--- src/rtl/tpu_pkg.sv ---
// Shared types and helpers for the systolic operand feeder.
package tpu_pkg;

  // Feeder control states: empty, partially loaded, loaded, replaying.
  typedef enum logic [1:0] {
    IDLE = 2'd0,
    LOAD = 2'd1,
    FULL = 2'd2,
    FEED = 2'd3
  } feeder_state_t;

  // Bits needed to hold the values 0..max_count, never less than one bit.
  function automatic int cnt_w(input int max_count);
    int w;
    w = $clog2(max_count + 32'sd1);
    if (w < 32'sd1) begin
      w = 32'sd1;
    end else begin
      w = w;
    end
    return w;
  endfunction

endpackage

--- src/rtl/feeder_lane.sv ---
// One lane of operand storage: K words of D_W bits, a single write port and
// a registered read port that returns zero whenever no read is requested.
module feeder_lane #(
  parameter int D_W = 8,
  parameter int K   = 4,
  parameter int A_W = 2
) (
  input  logic           clk,
  input  logic           rst_n,
  input  logic           we_i,
  input  logic [A_W-1:0] waddr_i,
  input  logic [D_W-1:0] wdata_i,
  input  logic           re_i,
  input  logic [A_W-1:0] raddr_i,
  output logic [D_W-1:0] rdata_o
);

  logic [D_W-1:0] mem_q [K];
  logic [D_W-1:0] rdata_q;

  // Word storage, written once per completed serial word.
  always_ff @(posedge clk or negedge rst_n) begin
    if (!rst_n) begin
      for (int i = 32'sd0; i < K; i++) begin
        mem_q[i] <= '0;
      end
    end else if (we_i) begin
      mem_q[waddr_i] <= wdata_i;
    end
  end

  // Registered read; idle lanes present zero so the array edge sees clean data.
  always_ff @(posedge clk or negedge rst_n) begin
    if (!rst_n) begin
      rdata_q <= '0;
    end else if (re_i) begin
      rdata_q <= mem_q[raddr_i];
    end else begin
      rdata_q <= '0;
    end
  end

  assign rdata_o = rdata_q;

endmodule

--- src/rtl/systolic_feeder.sv ---
// Serially loads N lanes x K words of X and Y operands, then replays them into
// the systolic array edge with lane i delayed by i cycles.
module systolic_feeder
  import tpu_pkg::*;
#(
  parameter int D_W = 8,
  parameter int N   = 4,
  parameter int K   = 4,
  parameter int S_W = 1
) (
  input  logic             clk,
  input  logic             rst_n,
  input  logic             load_valid,
  output logic             load_ready,
  input  logic [S_W-1:0]   load_x,
  input  logic [S_W-1:0]   load_y,
  input  logic             start,
  input  logic             clear,
  output logic             busy,
  output logic             done,
  output logic             error,
  output logic [N-1:0]     out_valid,
  output logic [N*D_W-1:0] out_x,
  output logic [N*D_W-1:0] out_y
);

  localparam int BEATS  = D_W / S_W;
  localparam int ASM_W  = (BEATS > 1) ? (D_W - S_W) : 1;
  localparam int BIT_W  = cnt_w(BEATS - 1);
  localparam int WORD_W = cnt_w(K - 1);
  localparam int LANE_W = cnt_w(N - 1);
  // One step beyond the last skewed step drains the pipeline and raises done.
  localparam int STEP_W = cnt_w(K + N - 1);

  localparam logic [BIT_W-1:0]  LAST_BIT  = BIT_W'(BEATS - 1);
  localparam logic [WORD_W-1:0] LAST_WORD = WORD_W'(K - 1);
  localparam logic [LANE_W-1:0] LAST_LANE = LANE_W'(N - 1);
  localparam logic [STEP_W-1:0] LAST_STEP = STEP_W'(K + N - 1);

  feeder_state_t     state_q, state_d;
  logic [BIT_W-1:0]  bit_q, bit_d;
  logic [WORD_W-1:0] word_q, word_d;
  logic [LANE_W-1:0] lane_q, lane_d;
  logic [STEP_W-1:0] step_q, step_d;
  logic [ASM_W-1:0]  x_asm_q, x_asm_d, y_asm_q, y_asm_d;
  logic              load_ready_q, load_ready_d;
  logic              busy_q, busy_d;
  logic              done_q, done_d;
  logic              error_q, error_d;
  logic [N-1:0]      out_valid_q;

  logic              accept_s;
  logic              word_wr_s;
  logic [D_W-1:0]    x_word_s, y_word_s;
  logic [ASM_W-1:0]  x_asm_next_s, y_asm_next_s;
  logic [N-1:0]      we_s;
  logic [N-1:0]      rd_en_s;
  logic [WORD_W-1:0] rd_addr_s [N];

  // The newest slice lands on top so the first slice ends up in the LSBs.
  if (BEATS == 1) begin : g_whole
    assign x_word_s     = load_x;
    assign y_word_s     = load_y;
    assign x_asm_next_s = '0;
    assign y_asm_next_s = '0;
  end else begin : g_shift
    assign x_word_s     = {load_x, x_asm_q};
    assign y_word_s     = {load_y, y_asm_q};
    assign x_asm_next_s = x_word_s[D_W-1:S_W];
    assign y_asm_next_s = y_word_s[D_W-1:S_W];
  end

  assign accept_s  = load_valid && load_ready_q;
  assign word_wr_s = accept_s && (bit_q == LAST_BIT) && !clear;

  // Next-state logic: serial fill counters, start/clear handling, feed stepping.
  always_comb begin
    state_d = state_q;
    bit_d   = bit_q;
    word_d  = word_q;
    lane_d  = lane_q;
    step_d  = step_q;
    x_asm_d = x_asm_q;
    y_asm_d = y_asm_q;
    done_d  = 1'b0;
    error_d = 1'b0;
    if (clear) begin
      state_d = IDLE;
      bit_d   = '0;
      word_d  = '0;
      lane_d  = '0;
      step_d  = '0;
      x_asm_d = '0;
      y_asm_d = '0;
    end else begin
      case (state_q)
        IDLE, LOAD: begin
          error_d = start;
          if (accept_s) begin
            x_asm_d = x_asm_next_s;
            y_asm_d = y_asm_next_s;
            state_d = LOAD;
            if (bit_q == LAST_BIT) begin
              bit_d = '0;
              if (word_q == LAST_WORD) begin
                word_d = '0;
                if (lane_q == LAST_LANE) begin
                  lane_d  = '0;
                  state_d = FULL;
                end else begin
                  lane_d = lane_q + LANE_W'(1'b1);
                end
              end else begin
                word_d = word_q + WORD_W'(1'b1);
              end
            end else begin
              bit_d = bit_q + BIT_W'(1'b1);
            end
          end else begin
            state_d = state_q;
          end
        end
        FULL: begin
          if (start) begin
            state_d = FEED;
            step_d  = '0;
          end else begin
            state_d = FULL;
          end
        end
        FEED: begin
          if (step_q == LAST_STEP) begin
            state_d = FULL;
            step_d  = '0;
            done_d  = 1'b1;
          end else begin
            step_d = step_q + STEP_W'(1'b1);
          end
        end
        default: begin
          state_d = IDLE;
        end
      endcase
    end
    load_ready_d = (state_d == IDLE) || (state_d == LOAD);
    busy_d       = (state_d == FEED);
  end

  // Skewed read schedule: at step t lane i reads word t-i while it is in range.
  always_comb begin
    rd_en_s = '0;
    we_s    = '0;
    for (int i = 32'sd0; i < N; i++) begin
      rd_addr_s[i] = '0;
      we_s[i]      = word_wr_s && (lane_q == LANE_W'(i));
    end
    if ((state_q == FEED) && !clear) begin
      for (int i = 32'sd0; i < N; i++) begin
        if ((int'(step_q) >= i) && (int'(step_q) < i + K)) begin
          rd_en_s[i]   = 1'b1;
          rd_addr_s[i] = WORD_W'(int'(step_q) - i);
        end else begin
          rd_en_s[i]   = 1'b0;
          rd_addr_s[i] = '0;
        end
      end
    end else begin
      rd_en_s = '0;
    end
  end

  // Control and flag registers.
  always_ff @(posedge clk or negedge rst_n) begin
    if (!rst_n) begin
      state_q      <= IDLE;
      bit_q        <= '0;
      word_q       <= '0;
      lane_q       <= '0;
      step_q       <= '0;
      x_asm_q      <= '0;
      y_asm_q      <= '0;
      load_ready_q <= 1'b1;
      busy_q       <= 1'b0;
      done_q       <= 1'b0;
      error_q      <= 1'b0;
      out_valid_q  <= '0;
    end else begin
      state_q      <= state_d;
      bit_q        <= bit_d;
      word_q       <= word_d;
      lane_q       <= lane_d;
      step_q       <= step_d;
      x_asm_q      <= x_asm_d;
      y_asm_q      <= y_asm_d;
      load_ready_q <= load_ready_d;
      busy_q       <= busy_d;
      done_q       <= done_d;
      error_q      <= error_d;
      out_valid_q  <= rd_en_s;
    end
  end

  for (genvar g = 0; g < N; g++) begin : g_lane
    feeder_lane #(.D_W(D_W), .K(K), .A_W(WORD_W)) u_x (
      .clk     (clk),
      .rst_n   (rst_n),
      .we_i    (we_s[g]),
      .waddr_i (word_q),
      .wdata_i (x_word_s),
      .re_i    (rd_en_s[g]),
      .raddr_i (rd_addr_s[g]),
      .rdata_o (out_x[g*D_W +: D_W])
    );
    feeder_lane #(.D_W(D_W), .K(K), .A_W(WORD_W)) u_y (
      .clk     (clk),
      .rst_n   (rst_n),
      .we_i    (we_s[g]),
      .waddr_i (word_q),
      .wdata_i (y_word_s),
      .re_i    (rd_en_s[g]),
      .raddr_i (rd_addr_s[g]),
      .rdata_o (out_y[g*D_W +: D_W])
    );
  end

  assign load_ready = load_ready_q;
  assign busy       = busy_q;
  assign done       = done_q;
  assign error      = error_q;
  assign out_valid  = out_valid_q;

endmodule
--- config.mk ---
export PLATFORM = sky130hd
export DESIGN_NAME = systolic_feeder
export DESIGN_NICKNAME = d
export VERILOG_FILES = /design/src/rtl/tpu_pkg.sv /design/src/rtl/feeder_lane.sv /design/src/rtl/systolic_feeder.sv
export SDC_FILE = /design/constraint.sdc
export NUM_CORES = 1
export LEC_CHECK = 0
export CAP_MARGIN = 20
export CORE_UTILIZATION = 60
export DETAILED_ROUTE_END_ITERATION = 6
export GPL_ROUTABILITY_DRIVEN = 1
export PLACE_DENSITY_LB_ADDON = 0.05
export REMOVE_ABC_BUFFERS = 1
export SLEW_MARGIN = 20
export SYNTH_ARGS = -nofsm -noshare
export SYNTH_HDL_FRONTEND = slang
export SYNTH_SLANG_ARGS = --single-unit
--- constraint.sdc ---
create_clock -name clk -period 4.64 [get_ports clk]
set_clock_uncertainty 0.05 [all_clocks]
set_input_delay 0.696 -clock clk [delete_from_list [all_inputs] [get_ports clk]]
set_output_delay 0.696 -clock clk [all_outputs]
set_load 0.05 [all_outputs]
Word-level counts from Yosys, hierarchy flattened. Cells that the tools add are included.

$add $sub $neg: 7. Equality and inequality tests: 12. Reductions and logical operators: 27. Bitwise operators: 5. Multiplexer cells: 90. Magnitude comparators: 13.

Operators by type and width (count): 32-bit bitwise mux (8); 8-bit two-way mux (26); 8-bit binary-select mux with 2-bit select (8); 2-bit two-way mux (21); 7-bit two-way mux (6); 3-bit two-way mux (7); 8-bit demux with 2-bit select (1); 3-bit >= comparator (second input constant) (5); 2-bit NOT with 3-bit output (5); 2-bit == test (second input constant) (6); 1-bit logical AND (12); 3-bit < comparator (second input constant) (4); 1-bit two-way mux (10); 2-bit nonzero test (4); 3-bit by 1-bit adder with 3-bit output (second input constant) (2); 2-bit by 1-bit == test with 1-bit output (second input constant) (3); 3-bit == test (second input constant) (2); 3-bit by 2-bit >= comparator with 1-bit output (second input constant) (2); 2-bit logical NOT (3); 2-bit case mux with 3 select lines (1); 3-bit case mux with 2 select lines (1); 2-bit by 1-bit adder with 2-bit output (second input constant) (2); 4-bit two-way mux (1); 2-bit AND reduction (2); 11 further kinds (12).

Bits in registers: 354.

Longest topological paths before layout.
Depth after elaboration: 9. Mapped depth: 10.

By module. From an unflattened synthesis, not the netlist that was laid out.

Cells, all modules: 1014. Area total of the unflattened synthesis: 14979.4 um^2.

Modules (own cells, without submodules): feeder_lane (area each 1649.1 um^2, cells each 105, times used 8); systolic_feeder (area each 1786.7 um^2, cells each 174, times used 1).

Least setup slack after synthesis. No wires, ideal clock.

Path kind: reg2reg. From: register step_q[1]. To: register g_lane[1].u_x.rdata_q[0]. Data required time: 4.500 ns. Path slack: 2.298 ns. Arrival time: 2.202 ns. Buffers on the path: 5. Stages on the path, launching flop included: 11. Library setup time: 0.090 ns. Cell sequence: dfrtp_1 buf_2 buf_2 inv_1 ha_1 buf_2 and4bb_2 buf_2 nand3_1 buf_2 o221ai_1.

Word-level cells in the longest chain between the ends: 9. Elaborated cells between the ends (all ways): 13.

Ends and longest elaborated chain: from (decl) (line systolic_feeder.sv:44) `logic [STEP_W-1:0] step_q, step_d;`; from (signal assigned) (line systolic_feeder.sv:192) `step_q <= step_d;`; 3-bit by 1-bit >= comparator with 1-bit output / 3-bit < comparator (equally long branches) (line systolic_feeder.sv:159) `if ((int'(step_q) >= i) && (int'(step_q) < i + K)) begin`; 1-bit logical AND (line systolic_feeder.sv:159); 2-bit two-way mux (line systolic_feeder.sv:159); 8-bit two-way mux (line systolic_feeder.sv:157) `if ((state_q == FEED) && !clear) begin`; 2-bit NOT with 3-bit output (implied by the code) (line feeder_lane.sv:37) `rdata_q <= mem_q[raddr_i];`; 8-bit binary-select mux with 2-bit select (line feeder_lane.sv:37); 8-bit two-way mux (implied by the code) (2 in series) (line feeder_lane.sv:37); 8-bit two-way mux (*) (line feeder_lane.sv:36) `end else if (re_i) begin`; to (signal assigned) (line feeder_lane.sv:37); to (decl) (line feeder_lane.sv:19) `logic [D_W-1:0] rdata_q;`.

Mark *: on every way between the ends. The rest lies on a longest branch, timed or not. The select of a mux whose other input is x is not followed. A chain may end at the register's enable or synchronous reset.

Worst setup path after layout.
From: register step_q[0]. To: register g_lane[3].u_y.rdata_q[2].

Word-level cells in the longest chain between the ends: 9. Elaborated cells between the ends (all ways): 13.

Ends and longest elaborated chain (line): 3-bit by 2-bit >= comparator with 1-bit output / 3-bit < comparator (equally long branches) (systolic_feeder.sv:159); 1-bit logical AND (systolic_feeder.sv:159); 2-bit two-way mux (systolic_feeder.sv:159); 8-bit two-way mux (systolic_feeder.sv:157); 2-bit NOT with 3-bit output (implied by the code) (feeder_lane.sv:37); 8-bit binary-select mux with 2-bit select (feeder_lane.sv:37); 8-bit two-way mux (implied by the code) (2 in series) (feeder_lane.sv:37); 8-bit two-way mux (*) (feeder_lane.sv:36); to (signal assigned) (feeder_lane.sv:37); to (decl) (feeder_lane.sv:19).

Marks and branches as above.

==> metrics.yaml <==
outcome:
  status: "completed"
logic_synthesis:
  yosysSeqAreaShare_pct: 57.7
  synth_area_um2: 15300
  synth_edf_count: 0
  synth_ff_type: "dfrtp_1"
  netlist_top_cells_count: "dfrtp_1, mux2_2, mux2_4"
  syn_area_per_cell_um2: 15.2
  syn_inst: 1012
  yosysWarnings: 0
  post_synth_num_cell_types: 45
  synth.area.top_cells: "dfrtp_1, mux2_2, mux2_4"
  synth.most_common_cell: "dfrtp_1"
  synth_top_cell_area_share_pct: 57.6
  synth.largest_area_cell: "dfrtp_1"
  ys_ff_latch: 354
  async_flop_share_pct: 100
critical_path:
  required_ps: 4930
  critical_path.max_fanout: 59
  arrival_ps: 3390
  critical_path_class: "flip-flop to flip-flop"
  critPathLaunchType: "flip-flop"
  end_kind: "flip-flop"
pwr:
  clkPwrFrac_pct: 48.4
  p_per_area_nw_per_um2: 356
  power_mw: 6.22
  p_int_mw: 4.95
  ir_worst_vdd_mv: 0.314
  p_seq_share_pct: 50.0
  power_leakage_nw: 8.05
  swShare_pct: 20.5
  switchingPower_mw: 1.27
  comb_power_share_pct: 1.6
final_layout:
  n_antenna_cell: 0
  multi_input_area_um2: 5860
  drive_gt1_share_pct: 34.0
  register_area_um2: 8860
  n_fill_cell: 1765
  stdcell_count: 1426
  syn_to_final_growth_pct: 13.7
  nets: 1089
cts:
  htree_levels: 2
  post_cts_resized: 0
  cts_buffer_depth: 3
  cts_made_buffers: 38
  post-cts-setup-buffers: 0
  clk_latency_ps: 520
  clock_sinks: 354
  cts_hold_buf: 0
  cts_tree: "built"
  clk_pin_slew_worst_paths_ps: 60
  cts_root_buffer: "clkbuf_16"
drt:
  wl_per_cell_um: 21.8
  drc: 0
  viasPerCell: 5.90
  routed_wl_um: 31200
  drt_iter0_markers: 685
  ant_nets: 0
  drtPass1Iterations: 4
  vias: 8419
sta:
  tightest_slew_ps: 1040
  hold_viol: 0
  rsz0062_at_grt: "false"
  maxSlewViolCount: 0
  max_freq_mhz: 323
  finalCriticalPeriod_ps: 3100
  finalSetupViolCount: 0
  period_share_pct: 66.8
  slew_headroom_pct: 30.8
grt:
  grt_max_degree: 118
  antenna_found_initial: 0
  grt_pass1_wl_um: 50500
  grt_usage_pct: 25.1
  grt_pass1_vias: 8738
  grt_overflow: 0
die:
  start_util_pct: 61.1
  ios: 79
  fp.dieH_um: 162
  die-width_um: 162
  design.core.area_um2: 25100
  dieArea_um2: 26200
  rows: 58
worst_hold_path:
  holdCritPathClass: "primary input to asynchronous set/reset pin"
place:
  dp_hpwl_um: 17100
  finalWeightedCongestion: 0.762
  place_inst: 1358
  io_buffers: 78
job:
  maxCapViolCount: 0
worst max-delay path, stage by stage (launching register included):
cell,delay [ps]
dfrtp_4,830
buf_4,890
a311o_1,950
nor2b_1,160
per-stage QoR:
stage          worst slack [ps]  utilization, %  TNS, ps  hold WS (ps)  cell area (um^2)
6_report                   1540            69.5        0           184             17500
5_1_grt                    1340            69.5        0           268             17500
4_1_cts                    1450            69.5        0           239             17500
3_5_place_dp               1350            64.5        0           441             16200
3_3_place_gp               1390            64.5        0           435             16200
2_1_floorplan              -379               -    -6010           350             14800
flip-flops by register name, indices dropped and copies added, names as in the netlist:
| name | count |
|---|---|
| step_q | 3 |
| word_q | 2 |
| busy | 1 |
| y_asm_q | 7 |
| load_ready | 1 |
| out_valid | 4 |
| x_asm_q | 7 |
| bit_q | 3 |
| error | 1 |
| g_lane.u_y.rdata_o | 32 |
| g_lane.u_y.mem_q | 128 |
| g_lane.u_x.rdata_o | 32 |
| lane_q | 2 |
| g_lane.u_x.mem_q | 128 |
| state_q | 2 |
| done | 1 |
path summary, 6_finish.rpt:
check	from	endpoint	slack (ps)	depth (start not counted)
hold / removal	rst_n	g_lane[0].u_x.mem_q[15]$_DFFE_PN0P_	180	1
hold reg to reg	g_lane[3].u_y.mem_q[16]$_DFFE_PN0P_	g_lane[3].u_y.mem_q[16]$_DFFE_PN0P_	450	1
setup reg to reg	step_q[0]$_DFFE_PN0P_	g_lane[3].u_y.rdata_o[2]$_DFF_PN0_	1540	3
setup / recovery	step_q[0]$_DFFE_PN0P_	g_lane[3].u_y.rdata_o[2]$_DFF_PN0_	1540	3
max in group asynchronous	rst_n	g_lane[2].u_y.mem_q[26]$_DFFE_PN0P_	3190	2
min in group clk	g_lane[3].u_y.mem_q[16]$_DFFE_PN0P_	g_lane[3].u_y.mem_q[16]$_DFFE_PN0P_	450	1
final cells by class:
class	instances	share of cell area [%]
clock buffer	61	6.71
clock inverter	7	0.488
inverter	26	0.559
multi-input combinational	550	33.6
sequential	354	50.8
tap	330	2.37
timing repair buffer	98	5.51
routing by layer:
layer | up-vias | wire [um] | track usage, %
li1 | 3733 | - | -
met1 | 4471 | 14200 | 36.0
met2 | 163 | 15000 | 41.0
met3 | 52 | 1200 | 3.35
met4 | 0 | 722 | 6.22
met5 | - | 0 | 0
power groups by stage:
stage          combinational [mW]  clock (mW)  sequential (mW)
2_1_floorplan              0.0130           0             3.16
3_3_place_gp                0.103           0             3.16
3_5_place_dp                0.103           0             3.16
4_1_cts                     0.103        3.08             3.11
5_1_grt                     0.115        3.19             3.11
6_report                   0.0986        3.01             3.11
logic make-up after synthesis:
group                    after synthesis  synth area share [%]
flip-flops                           354                  57.7
adder cells (fa/ha/maj)               14                  1.14
buffers and inverters                108                  4.09
XOR/XNOR                               1                0.0571
AO/OA/AOI/OAI                         72                  3.24
AND/OR/NAND/NOR                      127                  4.68
multiplexers                         336                  29.1
cell usage in the layout (no fill, tap or decap), drive strengths merged, types with 17 or more instances in the layout:
cell,n
dfrtp,353
mux2,256
clkdlybuf4s50,77
clkbuf,61
mux2i,48
nand2,37
mux4,32
inv,26
a21oi,23
buf,21
nand4,17
(Power assumes the default switching activity.)
